--- src/rtl/barret_211_pkg.sv ---
// Shared constants and FSM state type for the mod-211 reduction arbiter.
package barret_211_pkg;

  localparam int unsigned MOD_P   = 211;
  localparam int unsigned OP_W    = 15;
  localparam int unsigned RES_W   = 8;
  localparam int unsigned NUM_REQ = 4;
  localparam int unsigned ID_W    = 2;

  typedef enum logic [1:0] {
    IDLE,
    REDUCE,
    RESP
  } state_e;

endpackage

--- src/rtl/barret_for_211.sv ---
// Combinational Barrett reduction of a 15-bit operand modulo 211.
module barret_for_211
  import barret_211_pkg::*;
(
  input  logic [OP_W-1:0]  din_a,
  output logic [RES_W-1:0] dout_r
);

  localparam int unsigned K = 16;
  localparam int unsigned M = (2 ** K) / MOD_P;

  logic [23:0]     prod;
  logic [OP_W-1:0] qm;
  logic [OP_W-1:0] rem;

  // M underestimates 2^K/211, so the quotient is low by at most one:
  // a single conditional subtract completes the reduction.
  always_comb begin
    prod = 24'(din_a) * 24'(M);
    qm   = OP_W'((prod >> K) * 24'(MOD_P));
    rem  = din_a - qm;
    if (rem >= OP_W'(MOD_P)) begin
      rem = rem - OP_W'(MOD_P);
    end
    dout_r = RES_W'(rem);
  end

endmodule

--- src/rtl/barret_211_arbiter.sv ---
// Round-robin arbiter time-sharing one mod-211 reducer among four requesters.
module barret_211_arbiter #(
  parameter int unsigned NUM_REQ = 4,
  parameter int unsigned CNT_W   = 16
) (
  input  logic                                    clk,
  input  logic                                    rst,
  input  logic [NUM_REQ-1:0]                      req_valid,
  input  logic [NUM_REQ*barret_211_pkg::OP_W-1:0] req_data,
  output logic [NUM_REQ-1:0]                      req_ready,
  output logic                                    resp_valid,
  output logic [barret_211_pkg::RES_W-1:0]        resp_data,
  output logic [barret_211_pkg::ID_W-1:0]         resp_id,
  input  logic                                    resp_ready,
  output logic [CNT_W-1:0]                        done_cnt
);

  import barret_211_pkg::*;

  state_e            state_q, state_d;
  logic [ID_W-1:0]   rr_q, rr_d;
  logic [OP_W-1:0]   op_q, op_d;
  logic [ID_W-1:0]   id_q, id_d;
  logic [RES_W-1:0]  res_q, res_d;
  logic [CNT_W-1:0]  cnt_q, cnt_d;
  logic              boot_q;
  logic [RES_W-1:0]  red_out;
  logic              hit;
  logic [ID_W-1:0]   gnt;

  function automatic logic [ID_W:0] rr_pick(input logic [NUM_REQ-1:0] valid,
                                            input logic [ID_W-1:0]    ptr);
    logic            found;
    logic [ID_W-1:0] sel;
    logic [ID_W-1:0] idx;
    found = 1'b0;
    sel   = '0;
    for (int unsigned i = 0; i < NUM_REQ; i++) begin
      idx = ID_W'(32'(ptr) + i);
      if (!found && valid[idx]) begin
        found = 1'b1;
        sel   = idx;
      end
    end
    return {found, sel};
  endfunction

  barret_for_211 u_red (
    .din_a  (op_q),
    .dout_r (red_out)
  );

  always_ff @(posedge clk) begin
    if (rst) begin
      state_q <= IDLE;
      rr_q    <= '0;
      op_q    <= '0;
      id_q    <= '0;
      res_q   <= '0;
      cnt_q   <= '0;
      boot_q  <= 1'b1;
    end else begin
      state_q <= state_d;
      rr_q    <= rr_d;
      op_q    <= op_d;
      id_q    <= id_d;
      res_q   <= res_d;
      cnt_q   <= cnt_d;
      boot_q  <= 1'b0;
    end
  end

  // Grants are masked while rst is high and for the first cycle after it.
  always_comb begin
    {hit, gnt} = rr_pick(req_valid, rr_q);
    state_d    = state_q;
    rr_d       = rr_q;
    op_d       = op_q;
    id_d       = id_q;
    res_d      = res_q;
    cnt_d      = cnt_q;
    req_ready  = '0;
    resp_valid = 1'b0;
    unique case (state_q)
      IDLE: begin
        if (hit && !rst && !boot_q) begin
          req_ready[gnt] = 1'b1;
          op_d           = req_data[gnt*OP_W +: OP_W];
          id_d           = gnt;
          state_d        = REDUCE;
        end
      end
      REDUCE: begin
        res_d   = red_out;
        state_d = RESP;
      end
      RESP: begin
        resp_valid = !rst;
        if (resp_ready) begin
          rr_d    = id_q + ID_W'(1);
          cnt_d   = cnt_q + CNT_W'(1);
          state_d = IDLE;
        end
      end
      default: state_d = IDLE;
    endcase
  end

  assign resp_data = res_q;
  assign resp_id   = id_q;
  assign done_cnt  = cnt_q;

endmodule
--- config.mk ---
export PLATFORM = sky130hd
export DESIGN_NAME = barret_211_arbiter
export DESIGN_NICKNAME = d
export VERILOG_FILES = /design/src/rtl/barret_211_pkg.sv /design/src/rtl/barret_for_211.sv /design/src/rtl/barret_211_arbiter.sv
export SDC_FILE = /design/constraint.sdc
export NUM_CORES = 1
export LEC_CHECK = 0
export ABC_AREA = 1
export CAP_MARGIN = 20
export CORE_ASPECT_RATIO = 1.4
export CORE_MARGIN = 4
export CORE_UTILIZATION = 40
export CTS_BUF_LIST = sky130_fd_sc_hd__clkbuf_4
export DETAILED_ROUTE_END_ITERATION = 7
export GPL_ROUTABILITY_DRIVEN = 0
export GPL_TIMING_DRIVEN = 0
export HOLD_SLACK_MARGIN = 0.12
export PLACE_DENSITY = 0.59
export SYNTH_ARGS = -nofsm -noshare
export SYNTH_HDL_FRONTEND = slang
export SYNTH_SLANG_ARGS = --single-unit
--- constraint.sdc ---
create_clock -name clk -period 21.1 [get_ports clk]
set_input_delay 4.22 -clock clk [delete_from_list [all_inputs] [get_ports clk]]
set_output_delay 4.22 -clock clk [all_outputs]
set_load 0.02 [all_outputs]
Yosys cells after proc, flatten, opt, wreduce, memory -nomap -nowiden
Index checks and enable logic that the tools add are counted.

Input port bits: 67. Output and inout bits: 31. Register bits after elaboration: 46.

Multiplexer cells: 26. Add/sub/neg operators: 7. Magnitude comparators: 7. Reduce and logical (&&, ||, !) cells: 15. Eq/ne operators: 4. Multipliers: 3. Shifts and indexed selects: 1.

Operators by type and width (count): $shiftx 60x7->15 (1); $mul 15x8->23 const B (1); $add 16x1->16 const B (1); $ge 15x8->1 const B (1); $lt 2x3->1 const B (5); $mul 8x8->15 const B (1); $sub 15x15->15 (1); $mux 2 (6); $mux 1 (11); $bmux 1 s2 (4); $mux 4 (2); $mux 8 (1); $sub 8x8->8 const B (1); $logic_and 1x1->1 (6); $mul 2x4->6 const B (1); $pmux 2 s3 (1); $reduce_and 2->1 (3); $logic_not 1->1 (5); $add 2x1->2 const B (2); $add 2x2->2 const B (2); $ne 2x2->1 const B (2); $demux 1 s2 (1); $eq 2x1->1 const B (1); $eq 2x2->1 const B (1); 2 further kinds (2).

Depth between registers and ports, before layout
Depth after elaboration: 18. Mapped depth: 43. Gate-level depth less buffers: 42.

By module
Synthesis repeated with hierarchy kept, for this count alone.

Cell total of the unflattened synthesis: 1146. Area total of the unflattened synthesis: 7518.5 µm².

By module, submodules not included: barret_for_211 (cells each 661, seq. area each 0.0 µm², times used 1, area each 4621.9 µm²); barret_211_arbiter (cells each 485, seq. area each 920.9 µm², times used 1, area each 2896.5 µm²).

Least setup slack after synthesis
OpenSTA, ideal clock, no wires.

Path kind: in2out. Start point: input req_valid[2]. End point: output req_ready[0]. Data required time: 16.880 ns. Setup slack: 11.213 ns. Data arrival time: 5.667 ns. Cell stages on the path: 11. Cell sequence: inv_1 > o21ai_2 > nand2_1 > nand2_2 > inv_1 > a21oi_1 > nand2_2 > nand2_4 > inv_2 > buf_2 > nor3_1.

Cells in the longest elaborated chain, start to end: 18.

Ends and longest elaborated chain: from (decl) (RTL line barret_211_arbiter.sv:8) `input logic [NUM_REQ-1:0] req_valid,`; $bmux 1 s2 (RTL line barret_211_arbiter.sv:40) `if (!found && valid[idx]) begin`; $mux 1 (implied by the code) (RTL line barret_211_arbiter.sv:40); $mux 1 (RTL line barret_211_arbiter.sv:40); $logic_not 1->1 (RTL line barret_211_arbiter.sv:40); $logic_and 1x1->1 (RTL line barret_211_arbiter.sv:40); $mux 1 (RTL line barret_211_arbiter.sv:40); $logic_not 1->1 (RTL line barret_211_arbiter.sv:40); $logic_and 1x1->1 (RTL line barret_211_arbiter.sv:40); [... 2 more ...]; $logic_and 1x1->1 (RTL line barret_211_arbiter.sv:40); $mux 2 (RTL line barret_211_arbiter.sv:40); $lt 2x3->1 (implied by the code) / $ge 2x1->1 (equally long branches) (RTL line barret_211_arbiter.sv:87) `req_ready[gnt] = 1'b1;`; $logic_and 1x1->1 (implied by the code) (RTL line barret_211_arbiter.sv:87); $mux 1 (implied by the code) (RTL line barret_211_arbiter.sv:87); $demux 1 s2 (RTL line barret_211_arbiter.sv:87); $mux 4 * (RTL line barret_211_arbiter.sv:86) `if (hit && !rst && !boot_q) begin`; $mux 4 * (RTL line barret_211_arbiter.sv:84) `unique case (state_q)`; to (decl) (RTL line barret_211_arbiter.sv:10) `output logic [NUM_REQ-1:0] req_ready,`.

Mark *: on every way between the ends. The rest lies on a longest branch, timed or not. The select of a mux whose other input is x is not followed.

Final worst setup path
Start point: input req_valid[2]. End point: output req_ready[1].

Same word-level chain as after synthesis.

==> impl_metrics.csv <==
group,metric,value,unit
logic_synthesis,yosysWarnings,0,
cells_and_area,register_area,921,sq um
clock_tree,cts_setup_buffers,0,
route,vias,6399,
timing,setup_tns,0,ns
route,via_per_inst,4.67,
clock_tree,cts_htree_levels,2,
timing,slew_headroom,0.569,
route,dr.pass1.iters,4,
job,cap_violations,0,
logic_synthesis,synthFlopType,"dfxtp_1",
clock_tree,ctsLongestPathBuffers,2,
grt,grt_pass1_wl,30000,microns
cells_and_area,nFillCells,1837,
logic_synthesis,yosysTopAreaCellShare,0.193,
worst_hold_path,hp-start,"resp_data[1]",
route,drcViolationCount,0,
route,ant_nets,0,
timing,finClkSkew,0.0118,ns
floorplanning,initial_core_util,0.411,
setup_path,crit_arrival,6.69,ns
setup_path,cpMostUsedCell,"nand2_1",
setup_path,path_class,"in -> out",
worst_hold_path,min_path_type,"reg -> reg",
route,wl_per_cell,12.7,microns
cells_and_area,final_layout_size_suffix_gt1_frac,0.0547,
setup_path,r2r_start,"op_q[3]",
logic_synthesis,synthDistinctLibCells,43,
cells_and_area,final_nets,1365,
place,dp_hpwl,15500,microns
logic_synthesis,synth_top_cell_by_area,"ha_1",
grt,antenna_found_initial,1,
setup_path,critPathSlowestCell,"clkdlybuf4s50_1",
setup_path,startpoint_type,"input pin",
outcome,status,"complete, no violations",
setup_path,path_delay_family,"buffers and inverters",
clock_tree,cts-root-buf,"clkbuf_4",
logic_synthesis,ys_seq_area_frac,0.128,
logic_synthesis,synth-seq-cells,46,
grt,overflow,0,
timing,max_freq,91.6,MHz
route,routed_wl,17500,microns
timing,fin_crit,10.91,ns
timing,drv_slew,0,
floorplanning,die_h,167,microns
logic_synthesis,avgSynthCellArea,6.98,sq um
grt,grtUsageTotal,0.180,
floorplanning,row_count,57,
clock_tree,cts.sink_count,46,
setup_path,crit_chain,"clkdlybuf4s50_1 -> inv_1 -> o21ai_1 -> nand2_1 -> nand2_2 -> nor2_4 -> nand2_1 -> inv_2 -> nand3_1 -> nand2_2 -> inv_2 -> buf_2 -> nand2_1 -> nor2_1 -> clkdlybuf4s50_1",
timing,final_hold_viol_count,0,
timing,finalSetupViolCount,0,
logic_synthesis,ys_async_sr_fraction,0,
grt,grt_max_degree,15,
timing,tightest_slew,0.646,ns
clock_tree,clk_latency,0.38,ns
logic_synthesis,ys_top_cells_by_area,"ha_1, fa_1, inv_1",
clock_tree,hold_buffers,0,
floorplanning,dieArea,20200,sq um
clock_tree,cts.clk_slew.worst_paths,0.14,ns
setup_path,setup.worst_path.start,"req_valid[2]",
clock_tree,cts-resized-gates,0,
setup_path,critPathCaptureType,"output port",
clock_tree,cts_buffers,5,
floorplanning,boundaryPins,98,
logic_synthesis,syn_inst,1029,
place,numPortBuffers,97,
setup_path,critPathMaxFanout,10,
timing,rsz0062_at_grt,"false",
setup_path,required,16.88,ns
setup_path,crit_buf_inv,6,
logic_synthesis,synth_edf_count,0,
cells_and_area,area_delta_synth_final,18.5,%
floorplanning,die_x,121,microns
cells_and_area,multiInputGateArea,5170,sq um
clock_tree,cts_tree,"yes",
logic_synthesis,syn_area,7180,sq um
logic_synthesis,synth_fp_nets,1261,
floorplanning,coreArea,17500,sq um
timing,period_share,0.517,
route,drt_iter0_markers,176,
setup_path,cp_slowest_stage_delay,0.63,ns
grt,first_global_vias,6386,
## layout by cell type (no fill, tap or decap), types with 3 or more instances in the layout
cell type        synthesis  layout
xor2_1                  11      11
nand4_1                 16      16
o211ai_1                 7       7
nand3_2                  6       6
inv_1                  250     250
clkbuf_4                 0       6
a21oi_1                 52      52
nor2_1                  79      79
o21ai_0                 24      24
o21ai_1                  8       8
or2_0                   11      11
o21a_1                   4       4
o211ai_2                 5       5
inv_2                    5       5
nor3_1                  13      13
xnor2_1                  8       8
buf_6                    6       6
clkbuf_1                 3       3
a21o_1                   5       5
a21oi_2                  3       3
clkdlybuf4s50_1          0      97
nand2_1                194     194
nand2_2                 10      10
buf_2                    7       7
ha_1                   111     111
fa_1                    54      54
nand3_1                 65      65
dfxtp_1                 46      46
## metal layers
layer	up-vias	GRT usage	wire (microns)
met2	111	0.342	9150
met4	0	0.0380	192
li1	3404	-	-
met5	-	0	0
met1	2874	0.211	7350
met3	10	0.0268	775
## synth_stat cells, types with 3 or more instances
cell type / number
nand2_2: 10
o21a_1: 4
inv_1: 250
buf_2: 7
o211ai_1: 7
nand3_2: 6
o21ai_1: 8
o211ai_2: 5
or2_0: 11
a21oi_2: 3
xnor2_1: 8
a21o_1: 5
xor2_1: 11
a21oi_1: 52
ha_1: 111
o21ai_0: 24
nand4_1: 16
fa_1: 54
clkbuf_1: 3
nor3_1: 13
nor2_1: 79
inv_2: 5
nand3_1: 65
dfxtp_1: 46
buf_6: 6
nand2_1: 194
## area by class of cell
cell class,instances,area share
multi-input cells,709,0.607
repair buffers,97,0.114
inverters,256,0.113
flip-flops and latches,46,0.108
well taps,236,0.0347
plain buffers,18,0.0151
clock buffers,6,0.00529
clock inverters,2,0.00162
diodes,1,0.000294
## worst min-delay path, cell delays in order, from the launching register on
cell     delay (ns)
dfxtp_1        0.34
nand2_1        0.08
a21oi_2        0.05
## flip-flops by register name (all words and copies together) (netlist names)
| name | flops |
|---|---|
| done_cnt | 16 |
| op_q | 15 |
| rr_q | 2 |
| resp_data | 8 |
| state_q | 2 |
| resp_id | 2 |
| boot_q | 1 |
## metrics by stage
| step | area, sq um | hold WS [ns] | util | cells | setup WS, ns |
|---|---|---|---|---|---|
| finish | 8510 | 0.495 | 0.487 | 1371 | 10.19 |
| CTS | 8510 | 0.498 | 0.487 | 1370 | 10.18 |
| global route | 8510 | 0.538 | 0.487 | 1371 | 9.94 |
| floorplan | 7180 | 0.546 | - | 1029 | 11.21 |
| global placement | 8450 | 0.474 | 0.483 | 1362 | 10.18 |
| detailed placement | 8450 | 0.476 | 0.483 | 1362 | 10.18 |
## path summary, 6_finish.rpt
kind                   to  slack (ns)  cells after the start
max          req_ready[1]       10.19                     15
min          resp_data[1]        0.49                      2
max reg2reg  resp_data[5]       12.73                     36
min reg2reg  resp_data[1]        0.49                      2
## cell families after synthesis
family / count (synthesis) / synth area share
AOI/OAI and AO/OA: 115 / 0.0950
xor gates and xnor gates: 21 / 0.0277
adders and majority gates: 165 / 0.344
buffers and inverters: 274 / 0.152
DFF: 46 / 0.128
and+or+nand+nor: 408 / 0.253
Power is left out: the tool's default activity adds up to more than one toggle a clock period on the data nets, which glitch-free logic cannot reach.
